===== src/rtl/writeback_queue.sv =====
// Writeback queue: buffers {rd, data} results in a circular FIFO and drains them into the
// register file write port, with a bypass lookup that returns the youngest queued value.
module writeback_queue #(
  parameter int WIDTH = 32,
  parameter int DEPTH = 4
) (
  input  logic                       clk,
  input  logic                       rst,
  input  logic                       in_valid,
  output logic                       in_ready,
  input  logic [WIDTH-1:0]           in_data,
  input  logic [4:0]                 in_rd,
  input  logic                       rf_hold,
  output logic [WIDTH-1:0]           rf_data,
  output logic [4:0]                 rf_location_write,
  output logic                       rf_write_enabled,
  input  logic [4:0]                 fwd_rd,
  output logic                       fwd_hit,
  output logic [WIDTH-1:0]           fwd_data,
  output logic [$clog2(DEPTH):0]     count
);

  localparam int PW = $clog2(DEPTH);
  localparam int CW = PW + 1;

  logic [4:0]       rd_mem   [DEPTH];
  logic [WIDTH-1:0] data_mem [DEPTH];
  logic [PW-1:0]    head;
  logic [PW-1:0]    tail;
  logic             push;
  logic             pop;
  logic             not_empty;
  logic [PW-1:0]    fwd_idx;

  assign not_empty        = (count != '0);
  assign in_ready         = (count < CW'(DEPTH));
  assign push             = in_valid && in_ready && (in_rd != 5'd0);
  assign rf_write_enabled = not_empty && !rf_hold;
  assign pop              = rf_write_enabled;

  assign rf_data           = not_empty ? data_mem[head] : '0;
  assign rf_location_write = not_empty ? rd_mem[head]   : 5'd0;

  // Entry storage is not reset; occupancy is tracked solely by head/count.
  always_ff @(posedge clk) begin
    if (!rst && push) begin
      rd_mem[tail]   <= in_rd;
      data_mem[tail] <= in_data;
    end
  end

  always_ff @(posedge clk) begin
    if (rst) begin
      head  <= '0;
      tail  <= '0;
      count <= '0;
    end else begin
      if (push) tail <= tail + PW'(1);
      if (pop)  head <= head + PW'(1);
      if (push && !pop)      count <= count + CW'(1);
      else if (pop && !push) count <= count - CW'(1);
    end
  end

  // Walk oldest to youngest so the last match seen is the youngest entry for that register.
  always_comb begin
    fwd_hit  = 1'b0;
    fwd_data = '0;
    fwd_idx  = head;
    for (int i = 0; i < DEPTH; i++) begin
      fwd_idx = head + PW'(i);
      if ((CW'(i) < count) && (fwd_rd != 5'd0) && (rd_mem[fwd_idx] == fwd_rd)) begin
        fwd_hit  = 1'b1;
        fwd_data = data_mem[fwd_idx];
      end
    end
  end

endmodule


===== config.mk =====
export PLATFORM = sky130hd
export DESIGN_NAME = writeback_queue
export DESIGN_NICKNAME = d
export VERILOG_FILES = /design/src/rtl/writeback_queue.sv
export SDC_FILE = /design/constraint.sdc
export NUM_CORES = 1
export LEC_CHECK = 0
export CAP_MARGIN = 0
export CORE_ASPECT_RATIO = 0.8
export CORE_MARGIN = 1
export CORE_UTILIZATION = 62
export CTS_CLUSTER_DIAMETER = 100
export DETAILED_ROUTE_END_ITERATION = 8
export PLACE_DENSITY = 0.87
export SYNTH_ARGS = -nofsm -noshare
export SYNTH_HDL_FRONTEND = slang
export SYNTH_SLANG_ARGS = --single-unit

===== constraint.sdc =====
create_clock -name clk -period 4.7 [get_ports clk]
set_input_delay 0.47 -clock clk [delete_from_list [all_inputs] [get_ports clk]]
set_output_delay 0.47 -clock clk [all_outputs]
set_load 0.05 [all_outputs]

==> results of run 1 <==
==> logic make-up after synthesis <==
family / share of synthesized area
simple gates: 0.106
mux: 0.283
flops: 0.447
compound gates: 0.0908
buf+inv: 0.0414
xor+xnor: 0.0212
fa+ha+maj: 0.0109
==> routing by layer <==
metal / global-route usage / up-vias / routed length (um)
li1: - / 3297 / -
met1: 0.388 / 3767 / 9510
met2: 0.512 / 519 / 13000
met3: 0.0713 / 98 / 2850
met4: 0.154 / 0 / 897
met5: 0 / - / 0
==> power breakdown <==
part	internal, mW	switching [mW]
logic	1.39	2.16
registers	1.67	0.175
clock network	0.933	0.538
==> cell usage after synthesis (4+ instances only) <==
master	n	area [um2]
nand3_1	32	160
xor2_1	9	78.8
o211ai_1	32	240
o221ai_2	27	405
and2_1	41	257
mux4_2	79	1780
buf_2	23	115
xnor2_1	16	140
or3_1	4	25.0
buf_1	9	33.8
ha_1	9	113
edfxtp_1	148	4440
mux2i_1	72	721
a21oi_1	7	35.0
inv_1	8	30.0
mux2_2	31	349
clkbuf_1	32	120
dfxtp_1	9	180
nor3_1	34	170
nor2_1	10	37.5
buf_4	7	52.6
o21ai_0	33	165
nand2_1	102	383
==> stage by stage <==
| step | power [mW] | worst slack (ns) | utilization | hold WS, ns | instances |
|---|---|---|---|---|---|
| after global routing | 7.11 | 0.237 | 0.757 | 0.540 | 1105 |
| after global placement | 5.30 | 0.882 | 0.718 | 0.477 | 1074 |
| final | 6.87 | 0.465 | 0.757 | 0.518 | 1105 |
| after detailed placement | 5.38 | 0.849 | 0.718 | 0.507 | 1074 |
| after CTS | 6.85 | 0.452 | 0.757 | 0.515 | 1105 |
| after floorplan | 4.44 | 1.42 | - | 0.469 | 800 |
==> worst max-delay path by stage <==
stage,from,end,slack [ns]
global route,head[0],fwd_data[16],0.24
detailed placement,fwd_rd[4],fwd_data[0],0.85
global placement,fwd_rd[4],fwd_data[11],0.88
floorplan,register,fwd_data[1],1.42
finish,head[1],fwd_data[4],0.47
CTS,head[0],fwd_data[16],0.45
==> tightest hold or removal path, delay by kind of cell, from the launching register on <==
| kind | cells | cell delay (ns) |
|---|---|---|
| DFF | 1 | 0.34 |
| AOI/OAI and AO/OA | 1 | 0.06 |
| and+or+nand+nor | 1 | 0.07 |
==> flip-flops by register name (all words and copies together) (netlist names), named ones only <==
| register | flops |
|---|---|
| data_mem | 128 |
| rd_mem | 20 |
| count | 3 |
| head | 2 |
| tail | 2 |
==> placed cells by master (no fill, tap or decap), types with 5 or more instances in the layout <==
cell / synthesis / layout
inv_1: 8 / 8
clkdlybuf4s50_1: 0 / 87
nor3_1: 34 / 34
edfxtp_1: 148 / 148
xnor2_1: 16 / 15
nand3_1: 32 / 32
o221ai_2: 27 / 27
clkbuf_16: 0 / 17
mux2i_1: 72 / 72
dfxtp_1: 9 / 5
a21oi_1: 7 / 7
o211ai_1: 32 / 32
mux4_2: 79 / 79
mux2_2: 31 / 31
buf_4: 7 / 46
ha_1: 9 / 9
o21ai_0: 33 / 33
nand2_1: 102 / 102
xor2_1: 9 / 9
bufinv_16: 0 / 5
nor2_1: 10 / 9
and2_1: 41 / 37
==> area by class of cell <==
type / instances / area [um2]
Clock buffer: 18 / 429
Clock inverter: 13 / 196
Fill cell: 965 / 3900
Inverter: 8 / 30.0
Multi-Input combinational cell: 558 / 5320
Sequential cell: 157 / 4630
Tap cell: 215 / 269
Timing Repair Buffer: 136 / 1280
==> results.toml, run 1 <==
[die]
fp-row-count = 41
num_io_pins = 121
die_h_um = 118
die_w_um = 146
initial_utilization = 0.644
coreArea_um2 = 16100
die_area_um2 = 17200

[critical_path]
path_cells = "mux4_2, xnor2_1, nand3_1, nor2_4, buf_4, o211ai_1, o221ai_2, buf_4"
cp.arrival_ns = 3.76
crit_type = "register to primary output"
path_buf_inv = 2
r2r-end = "data_mem[3][18]"
r2r_start = "count[2]"
critPathMaxFanout = 66
crit_required_ns = 4.23
path_depth = 8
reg2reg_depth = 4
worst_setup_path_start_kind = "register"
timing.critical_path.mode_cell = "buf_4"
cp-end-kind = "primary output"
slowest_delay_ns = 0.79
reg2reg_slack_ns = 2.27
crit_slowest_cell = "dfxtp_4"
cp_top_family = "buffers and inverters"

[hold_path]
hold_path_depth = 2
worstHoldStart = "tail[1]"
hold_class = "register to register"
hold_path_end = "tail[1]"

[synth]
yosysUniqueCellTypes = 38
yosysWarnings = 0
syn_nets = 855
synth_edf_count = 148
ys_seq_area_frac = 0.447
synth_ff_type = "edfxtp_1"
avgSynthCellArea_um2 = 12.9
synth_area_um2 = 10300
synthArstFlopShare = 0
synth_cells = 800
ys_ff_latch = 157

[cts]
cts_buffers = 17
cts_hold_buf = 0
cts.clk_slew.worst_paths_ns = 0.06
clock-root-buffer = "clkbuf_16"
cts_buffer_depth = 2
cts_setup_buffers = 0
cts_tree = "built"
clkSinkCount = 157
h-tree-depth = 4
clk_latency_ns = 0.42
cts_resized = 0

[route]
drc_errors = 0
dr.pass1.iters = 5
wire_per_inst_um = 23.7
routed_wl_um = 26200
antenna_left = 0
vias = 7681
drtIter0Drc = 635
avgViaCountPerCell = 6.95

[timing]
fmax_mhz = 236
rsz0062_at_grt = "false"
period_share = 0.901
min_period_ns = 4.23
slew-limit-headroom = 0.247
setup-violations-final = 0
hold_viol_final = 0
drv_slew = 0
tightest_slew_ns = 1.13
fin_skew_ns = 0.00714
timing.setup.tns_ns = 0

[grt]
grt_usage = 0.310
antenna_found_initial = 0
grt_pass1_wl_um = 40600
grt_max_degree = 110
grt_overflow = 0
grt_pass1_vias = 7695

[status]
status = "finished, final reports clean"

[power_and_ir_drop]
p_leak_nw = 3.69
vdd_drop_max_uv = 451
p_per_area_nw_per_um2 = 565

[job]
maxCapViolCount = 0

[place]
dpl_cell_area_um2 = 11500
place_congestion = 0.876
portBuffers = 120
post-dp-hpwl_um = 15500

[layout]
area_growth_pct = 17.5
fin_area_um2 = 12200
antenna_cells = 0
nNetsFinal = 933
drive_above_1_share = 0.257
Note: power is estimated with default switching activity, not from simulation.
==> inputs of run 2 (changes only) <==
--- a/config.mk
+++ b/config.mk
@@ -8,10 +8,10 @@
 export CAP_MARGIN = 0
 export CORE_ASPECT_RATIO = 0.8
 export CORE_MARGIN = 1
-export CORE_UTILIZATION = 62
+export CORE_UTILIZATION = 50
 export CTS_CLUSTER_DIAMETER = 100
 export DETAILED_ROUTE_END_ITERATION = 8
-export PLACE_DENSITY = 0.87
+export PLACE_DENSITY = 0.73
 export SYNTH_ARGS = -nofsm -noshare
 export SYNTH_HDL_FRONTEND = slang
 export SYNTH_SLANG_ARGS = --single-unit
==> results.toml, run 2 (same netlist as run 1, synthesis figures left out) <==
[cts]
cts_resized = 0
cts.clk_slew.worst_paths_ns = 0.06
h-tree-depth = 4
cts_setup_buffers = 0
cts_buffers = 17
cts_tree = "built"
cts_hold_buf = 0
clk_latency_ns = 0.42
cts_buffer_depth = 2
clkSinkCount = 157
clock-root-buffer = "clkbuf_16"

[grt]
grt_util_met3 = 0.0502
met2_usage = 0.403
antenna_found_initial = 0
grt_usage = 0.248
grt_pass1_vias = 7100
grt_pass1_wl_um = 39600
grt_max_degree = 85
grt_overflow = 0
top_usage_layer = "met2"
grt_use_met1 = 0.339

[timing]
drv_slew = 0
fin_skew_ns = 0.00927
setup-violations-final = 0
min_period_ns = 4.22
timing.setup.tns_ns = 0
rsz0062_at_grt = "false"
hold_viol_final = 0
tightest_slew_ns = 1.18
period_share = 0.898
slew-limit-headroom = 0.215
fmax_mhz = 237

[layout]
top_register = "data_mem"
antenna_cells = 0
largest_reg_flops = 128
reg_top3 = "data_mem (128), rd_mem (20), count (3)"
fin_util = 0.610
final_cell_mix = "edfxtp_1, nand2_1, clkdlybuf4s50_1"
layout_commonest_cell = "edfxtp_1"
drive_above_1_share = 0.263
nNetsFinal = 934
stdcell_count = 1156
area_growth_pct = 18.0

[status]
status = "finished, final reports clean"

[die]
coreArea_um2 = 20000
die_h_um = 131
initial_utilization = 0.516
fp-row-count = 46
num_io_pins = 121
die_w_um = 163
die_area_um2 = 21300

[job]
maxCapViolCount = 0

[route]
drc_errors = 0
vias = 7267
routed_wl_um = 25300
avgViaCountPerCell = 6.29
wire_per_inst_um = 21.9
dr.pass1.iters = 5
drtIter0Drc = 679
antenna_left = 0

[critical_path]
cp-end-kind = "primary output"
crit_type = "register to primary output"
worst_setup_path_start_kind = "register"
cp.arrival_ns = 3.75
critPathMaxFanout = 29
crit_required_ns = 4.23

[power_and_ir_drop]
p_leak_nw = 3.69
p_per_area_nw_per_um2 = 559
vdd_drop_max_uv = 352
total_power_mw = 6.82

[place]
place_congestion = 0.792
portBuffers = 120
post-dp-hpwl_um = 15200
dp.cells = 1124

[hold_path]
hold_class = "register to register"
[run 2: cell types whose count changed in the layout (fill, tap and decap cells not counted), sizes merged]
cell,before,now
buf,49,50
clkinvlp,2,3
bufinv,5,4
clkbuf,18,17
inv,9,14
clkinv,5,2
[run 2: final timing paths]
path / from / endpoint / slack, ns / cells after the start
max: head[0] / fwd_data[0] / 0.48 / 9
min: tail[1] / tail[1] / 0.52 / 2
max reg2reg: head[1] / head[1] / 2.26 / 4
min reg2reg: tail[1] / tail[1] / 0.52 / 2
[run 2: worst max-delay path: stages (launching register included)]
cell	delay [ns]
dfxtp_4	0.47
buf_4	0.45
mux2i_1	0.32
xnor2_1	0.10
or3_1	0.42
a21oi_4	0.17
a21o_2	0.66
buf_4	0.33
o221ai_1	0.15
buf_4	0.24
[run 2: final cells by class]
| class | count | area (um2) |
|---|---|---|
| clock inverters | 15 | 208 |
| fillers | 1586 | 7820 |
| well taps | 264 | 330 |
| flip-flops and latches | 157 | 4630 |
| inverters | 8 | 30.0 |
| multi-input cells | 558 | 5320 |
| repair buffers | 137 | 1260 |
| clock buffers | 17 | 425 |
[run 2: power breakdown]
part	switching (mW)	internal, mW	leakage (nW)
Clock	0.577	0.899	0.303
Sequential	0.153	1.67	1.42
Combinational	2.14	1.38	1.97
Total	2.87	3.95	3.69
[run 2: metal layers]
metal / routed length (um) / part of all wire / vias up
li1: - / - / 3301
met1: 11000 / 0.43 / 3618
met2: 12200 / 0.48 / 312
met3: 1820 / 0.072 / 36
met4: 341 / 0.013 / 0
met5: 0 / 0 / -
[run 2: per-stage QoR]
stage / setup slack, ns / instance area [um2] / hold slack (ns)
floorplan: 1.42 / 10300 / 0.469
global placement: 1.01 / 11600 / 0.492
detailed placement: 0.976 / 11600 / 0.502
CTS: 0.434 / 12200 / 0.511
global route: 0.295 / 12200 / 0.556
finish: 0.480 / 12200 / 0.516
==> inputs of run 3 (changes only) <==
--- a/config.mk
+++ b/config.mk
@@ -12,6 +12,7 @@
 export CTS_CLUSTER_DIAMETER = 100
 export DETAILED_ROUTE_END_ITERATION = 8
 export PLACE_DENSITY = 0.73
+export SKIP_LAST_GASP = 1
 export SYNTH_ARGS = -nofsm -noshare
 export SYNTH_HDL_FRONTEND = slang
 export SYNTH_SLANG_ARGS = --single-unit
==> results of run 3 <==
No change in the layout: final DEF, timing and power equal those of run 2.
